[src/rtl/shell_pkg.sv]
// Shared types and constants for the PS HP port read-path logic.
package shell_pkg;

  localparam int unsigned AXI_LEN_W = 8;

  typedef enum logic [1:0] {
    StIdle,
    StAddr,
    StData
  } arb_state_t;

endpackage

[src/rtl/rr_arbiter.sv]
// Combinational round-robin pick: first set request searching upward from last_grant+1.
module rr_arbiter #(
  parameter int unsigned N_REQ = 4,
  parameter int unsigned IDX_W = $clog2(N_REQ)
) (
  input  logic [N_REQ-1:0] req,
  input  logic [IDX_W-1:0] last_grant,
  output logic             gnt_valid,
  output logic [N_REQ-1:0] gnt_onehot,
  output logic [IDX_W-1:0] gnt_idx
);

  logic [IDX_W-1:0] cand;

  always_comb begin
    gnt_valid  = 1'b0;
    gnt_onehot = '0;
    gnt_idx    = '0;
    cand       = '0;
    for (int unsigned off = 1; off <= N_REQ; off++) begin
      cand = IDX_W'((32'(last_grant) + off) % N_REQ);
      if (!gnt_valid && req[cand]) begin
        gnt_valid        = 1'b1;
        gnt_onehot[cand] = 1'b1;
        gnt_idx          = cand;
      end
    end
  end

endmodule

[src/rtl/axi_hp_rd_arbiter.sv]
// Shares one PS AXI HP read port among N_REQ requesters, one burst outstanding at a time.
// R data is broadcast; only the granted requester sees rvalid.
module axi_hp_rd_arbiter
  import shell_pkg::*;
#(
  parameter int unsigned N_REQ      = 4,
  parameter int unsigned ADDR_WIDTH = 32,
  parameter int unsigned DATA_WIDTH = 64
) (
  input  logic                          clk,
  input  logic                          rst,
  input  logic [N_REQ-1:0]              req_arvalid,
  output logic [N_REQ-1:0]              req_arready,
  input  logic [N_REQ*ADDR_WIDTH-1:0]   req_araddr,
  input  logic [N_REQ*AXI_LEN_W-1:0]    req_arlen,
  output logic [N_REQ-1:0]              req_rvalid,
  input  logic [N_REQ-1:0]              req_rready,
  output logic [DATA_WIDTH-1:0]         req_rdata,
  output logic                          req_rlast,
  output logic [1:0]                    req_rresp,
  output logic                          m_arvalid,
  input  logic                          m_arready,
  output logic [ADDR_WIDTH-1:0]         m_araddr,
  output logic [AXI_LEN_W-1:0]          m_arlen,
  input  logic                          m_rvalid,
  output logic                          m_rready,
  input  logic [DATA_WIDTH-1:0]         m_rdata,
  input  logic                          m_rlast,
  input  logic [1:0]                    m_rresp,
  output logic                          len_err
);

  localparam int unsigned IDX_W = $clog2(N_REQ);

  arb_state_t             state_q;
  logic [IDX_W-1:0]       last_grant_q;
  logic [IDX_W-1:0]       grant_idx_q;
  logic [N_REQ-1:0]       grant_oh_q;
  logic [ADDR_WIDTH-1:0]  addr_q;
  logic [AXI_LEN_W-1:0]   len_q;
  logic [AXI_LEN_W-1:0]   beat_cnt_q;
  logic                   m_arvalid_q;
  logic                   len_err_q;

  logic                   pick_valid;
  logic [N_REQ-1:0]       pick_oh;
  logic [IDX_W-1:0]       pick_idx;
  logic                   in_addr;
  logic                   in_data;
  logic                   beat;

  rr_arbiter #(
    .N_REQ (N_REQ),
    .IDX_W (IDX_W)
  ) u_rr_arbiter (
    .req        (req_arvalid),
    .last_grant (last_grant_q),
    .gnt_valid  (pick_valid),
    .gnt_onehot (pick_oh),
    .gnt_idx    (pick_idx)
  );

  // Gate with rst so handshakes are suppressed in the reset cycle itself.
  assign in_addr = (state_q == StAddr) && !rst;
  assign in_data = (state_q == StData) && !rst;
  assign beat    = in_data && m_rvalid && m_rready;

  assign req_arready = {N_REQ{in_addr && m_arready}} & grant_oh_q;
  assign req_rvalid  = {N_REQ{in_data && m_rvalid}} & grant_oh_q;
  assign m_rready    = in_data && |(grant_oh_q & req_rready);
  assign req_rdata   = m_rdata;
  assign req_rlast   = m_rlast;
  assign req_rresp   = m_rresp;
  assign m_arvalid   = m_arvalid_q && !rst;
  assign m_araddr    = addr_q;
  assign m_arlen     = len_q;
  assign len_err     = len_err_q && !rst;

  always_ff @(posedge clk) begin
    if (rst) begin
      state_q      <= StIdle;
      last_grant_q <= IDX_W'(N_REQ - 1);
      grant_idx_q  <= '0;
      grant_oh_q   <= '0;
      addr_q       <= '0;
      len_q        <= '0;
      beat_cnt_q   <= '0;
      m_arvalid_q  <= 1'b0;
      len_err_q    <= 1'b0;
    end else begin
      len_err_q <= 1'b0;
      case (state_q)
        StIdle: begin
          if (pick_valid) begin
            grant_idx_q <= pick_idx;
            grant_oh_q  <= pick_oh;
            addr_q      <= req_araddr[pick_idx*ADDR_WIDTH +: ADDR_WIDTH];
            len_q       <= req_arlen[pick_idx*AXI_LEN_W +: AXI_LEN_W];
            m_arvalid_q <= 1'b1;
            state_q     <= StAddr;
          end
        end
        StAddr: begin
          if (m_arready) begin
            m_arvalid_q <= 1'b0;
            beat_cnt_q  <= '0;
            state_q     <= StData;
          end
        end
        StData: begin
          if (beat) begin
            beat_cnt_q <= beat_cnt_q + 8'd1;
            if (m_rlast) begin
              state_q      <= StIdle;
              last_grant_q <= grant_idx_q;
              len_err_q    <= (beat_cnt_q != len_q);
            end else if (beat_cnt_q == len_q) begin
              // Slave overran the requested length; keep draining until rlast.
              len_err_q <= 1'b1;
            end
          end
        end
        default: state_q <= StIdle;
      endcase
    end
  end

endmodule

[config.mk]
export PLATFORM = sky130hd
export DESIGN_NAME = axi_hp_rd_arbiter
export DESIGN_NICKNAME = d
export VERILOG_FILES = /design/src/rtl/shell_pkg.sv /design/src/rtl/rr_arbiter.sv /design/src/rtl/axi_hp_rd_arbiter.sv
export SDC_FILE = /design/constraint.sdc
export NUM_CORES = 1
export LEC_CHECK = 0
export CAP_MARGIN = 10
export CORE_AREA = 2 2 139 141
export DETAILED_ROUTE_END_ITERATION = 8
export DIE_AREA = 0 0 141 143
export PLACE_DENSITY = 0.81
export SLEW_MARGIN = 0
export SYNTH_ARGS = -nofsm -noshare
export SYNTH_HDL_FRONTEND = slang
export SYNTH_SLANG_ARGS = --single-unit
[constraint.sdc]
create_clock -name clk -period 3.4 [get_ports clk]
set_clock_uncertainty 0.2 [all_clocks]
set_input_delay 0.68 -clock clk [delete_from_list [all_inputs] [get_ports clk]]
set_output_delay 0.68 -clock clk [all_outputs]
set_load 0.05 [all_outputs]
==> run metrics, run 1 <==
Critical R2R Launch last_grant_q[1]; Vert. Die Dim roughly 140 um; initial antenna violation count 0; io pins between 300 and 400; Starting DRT DRC Count 330; final-report max-slew violation count 0; # rows 50; area of the die 20,200 um2; Mean Syn Cell Area 8.38 um2; Most used DFF post-synth dfxtp_1; P_leak between 2 and 3 nW; GP Congestion between 0.8 and 0.9; cell taking the most area after synthesis dfxtp_1; crit path capture type register; sequential element share of the synthesized area 22.3%; Port Buffer Count between 200 and 250; NetSw around 1.1 mW; Clock Sinks 60; asr flop ratio synth 0%; combinational power share 40.9%; pwr dens 383 nW/um2; Placement Cell Area 7710 um2; Ys Warns 0; largest family of logic cells by synthesized area compound AO/OA/AOI/OAI gates; Synthesized Nets 890; Period Utilization, post-route between 90 and 100%; type of origin of the critical path input port; Detailed Place HPWL between 10,000 and 15,000 um; P&R area growth vs syn 48.9%; register bit total from synthesis 60; fin nets 1,038; Via Count about 5,600; Syn Inst Count about 640; Slew headroom ~57%; Synth Area in XOR/XNOR 2.44%; Cell Area, Synth 5380 um2; commonest cells after routing, fill and taps aside clkdlybuf4s50_1 (211), nor3b_1 (60), dfxtp_1 (59); Synth Area in Simple Gates around a quarter; Hold Crit Start m_arvalid_q; hold crit path type register to register; vias in the first global route 5,426; core area ~19,000 um2; Yosys cell types slightly above 50; Clock power frac 31.1%; hold_buf cts 0; mux cell area share after synthesis 2.60%; Initial Util between 20% and 30%; fill count between 1,500 and 2,000; root buffer cell clkbuf_16; Fmax about 0.31 GHz; WL/cell between 15 and 20 um; post-layout util a little over two fifths; Synth area leaders dfxtp_1 (22%), buf_4 (9.9%), nor3b_1 (8.4%); CTS resizes 0; Max Cap Viol 0; arrival time at the worst endpoint about 3200 ps; Ant. Diodes 0; RSZ-0062 raised after global routing no; critical path class input port to register; data required time of the worst path between 3000 and 4000 ps; DR vias/cell roughly 5.5; Compound-Gate Fraction of Synth Area between 30% and 40%; Period minus WS final between 3000 and 4000 ps; placed cell count ~1,000; Synth top area share roughly 22%; worst slew pin tran ~630 ps; Max Fanout on Critical Path 35; Post-Synth Adder-Cell Area between 2 and 2.5%; Overflow after GRT 0; worst-skew pair later-pin latency between 300 and 400 ps; EDFF count, synth 0; DR pass1 iterations 5; first-pass GRT wire length a little under 30,000 um; Finished Layout Cells around 1,000; R2R Setup Slk ~230 ps; Die X approximately 140 um; commonest non-fill, non-tap cell in the layout clkdlybuf4s50_1; H-Tree Depth 3; Power Total between 3 and 4 mW; Flop pwr share 28.0%; VDD IR-drop max between 150 and 200 uV; CTS tree yes; CTS Buffer Depth 2; status complete, no violations; Final Routed Wirelength between 15,000 and 20,000 um; Setup Fix Bufs, Post-CTS 0; Residual DRC 0; share of layout cells above drive strength 1 a little over an eighth; post-route ant nets 0; CTS clock-pin slew for the worst setup and hold paths around 60 ps; Fin. Hold Viols 0; CTS buffer count 9; largest net degree at the start of global routing 72; GRT Overall Usage a little under a fifth; Final Instance Area between 8000 and 9000 um2; internal power slightly below 2 mW; CP startpoint req_arvalid[3]; setup violators final 0; Sw Ratio ~36%
[power groups by stage]
stage	sequential, mW	clock (mW)	combinational (mW)
floorplan	1.11	0	0.674
global placement	0.875	0	1.24
detailed placement	0.875	0	1.25
CTS	0.860	0.977	1.26
global route	0.871	1.02	1.33
finish	0.859	0.953	1.26
[worst max-delay path: stages]
cell	delay, ps
clkdlybuf4s50_1	500
mux4_2	520
nand2b_1	240
a211oi_4	280
buf_4	250
buf_12	220
nor3b_1	70
a211oi_1	300
o32ai_1	130
[through the flow]
| stage | TNS, ps | hold WS (ps) | setup WS [ps] |
|---|---|---|---|
| after detailed placement | -2660 | 276 | -140 |
| final | 0 | 285 | 215 |
| after global routing | 0 | 315 | 27.5 |
| after global placement | -234 | 272 | -91.4 |
| after CTS | 0 | 286 | 222 |
| after floorplan | 0 | 251 | 4.96 |
[layout make-up]
class                           instances  area, um2  share of cell area [%]
Clock buffer                           10        239                    2.98
Multi-Input combinational cell        442       3360                    41.9
Clock inverter                          6       63.8                   0.796
Sequential cell                        60       1200                    15.0
Inverter                                6       22.5                   0.281
Timing Repair Buffer                  271       2840                    35.4
Tap cell                              234        293                    3.65
[flip-flops by register name (all words and copies together), names as in the netlist]
signal        cells
beat_cnt_q        8
grant_idx_q       2
grant_oh_q        4
last_grant_q      2
len_err_q         1
m_araddr         32
m_arlen           8
m_arvalid_q       1
state_q           2
[logic make-up (layout without fill, tap and decap cells)]
kind of cell | count (synthesis) | count (layout)
AOI/OAI and AO/OA | 187 | 187
xor gates and xnor gates | 15 | 15
adders and majority gates | 9 | 9
buffers and inverters | 140 | 293
DFF | 60 | 60
muxes | 10 | 10
and+or+nand+nor | 221 | 221
[routing by layer]
layer | global-route usage, % | wire (um) | up-vias
li1 | - | - | 2685
met1 | 23.6 | 8390 | 2652
met2 | 30.1 | 9320 | 235
met3 | 3.79 | 1150 | 52
met4 | 8.00 | 605 | 0
met5 | 0 | 0 | -
[worst paths after layout]
kind         cells after the start          end
max reg2reg                     10   m_arlen[1]
min                              2  m_arvalid_q
max                              9   m_arlen[5]
min reg2reg                      2  m_arvalid_q
[synthesized netlist by cell type, drive strengths merged, types with 6 or more instances]
master / count
a211oi: 59
a221o: 26
a221oi: 13
and2: 11
buf: 90
clkbuf: 44
dfxtp: 60
ha: 9
inv: 6
nand2: 6
nand2b: 33
nor2: 45
nor3: 26
nor3b: 60
o21ai: 7
o21bai: 11
o31ai: 22
o32ai: 29
or3: 23
xnor2: 9
xor2: 6
No activity file was read; power rests on OpenSTA's default activity.
==> inputs of run 2 (changes only) <==
--- a/config.mk
+++ b/config.mk
@@ -10,6 +10,7 @@
 export DETAILED_ROUTE_END_ITERATION = 8
 export DIE_AREA = 0 0 141 143
 export PLACE_DENSITY = 0.81
+export SKIP_LAST_GASP = 1
 export SLEW_MARGIN = 0
 export SYNTH_ARGS = -nofsm -noshare
 export SYNTH_HDL_FRONTEND = slang
==> results of run 2 <==
No change in the layout: final DEF, timing and power equal those of run 1.
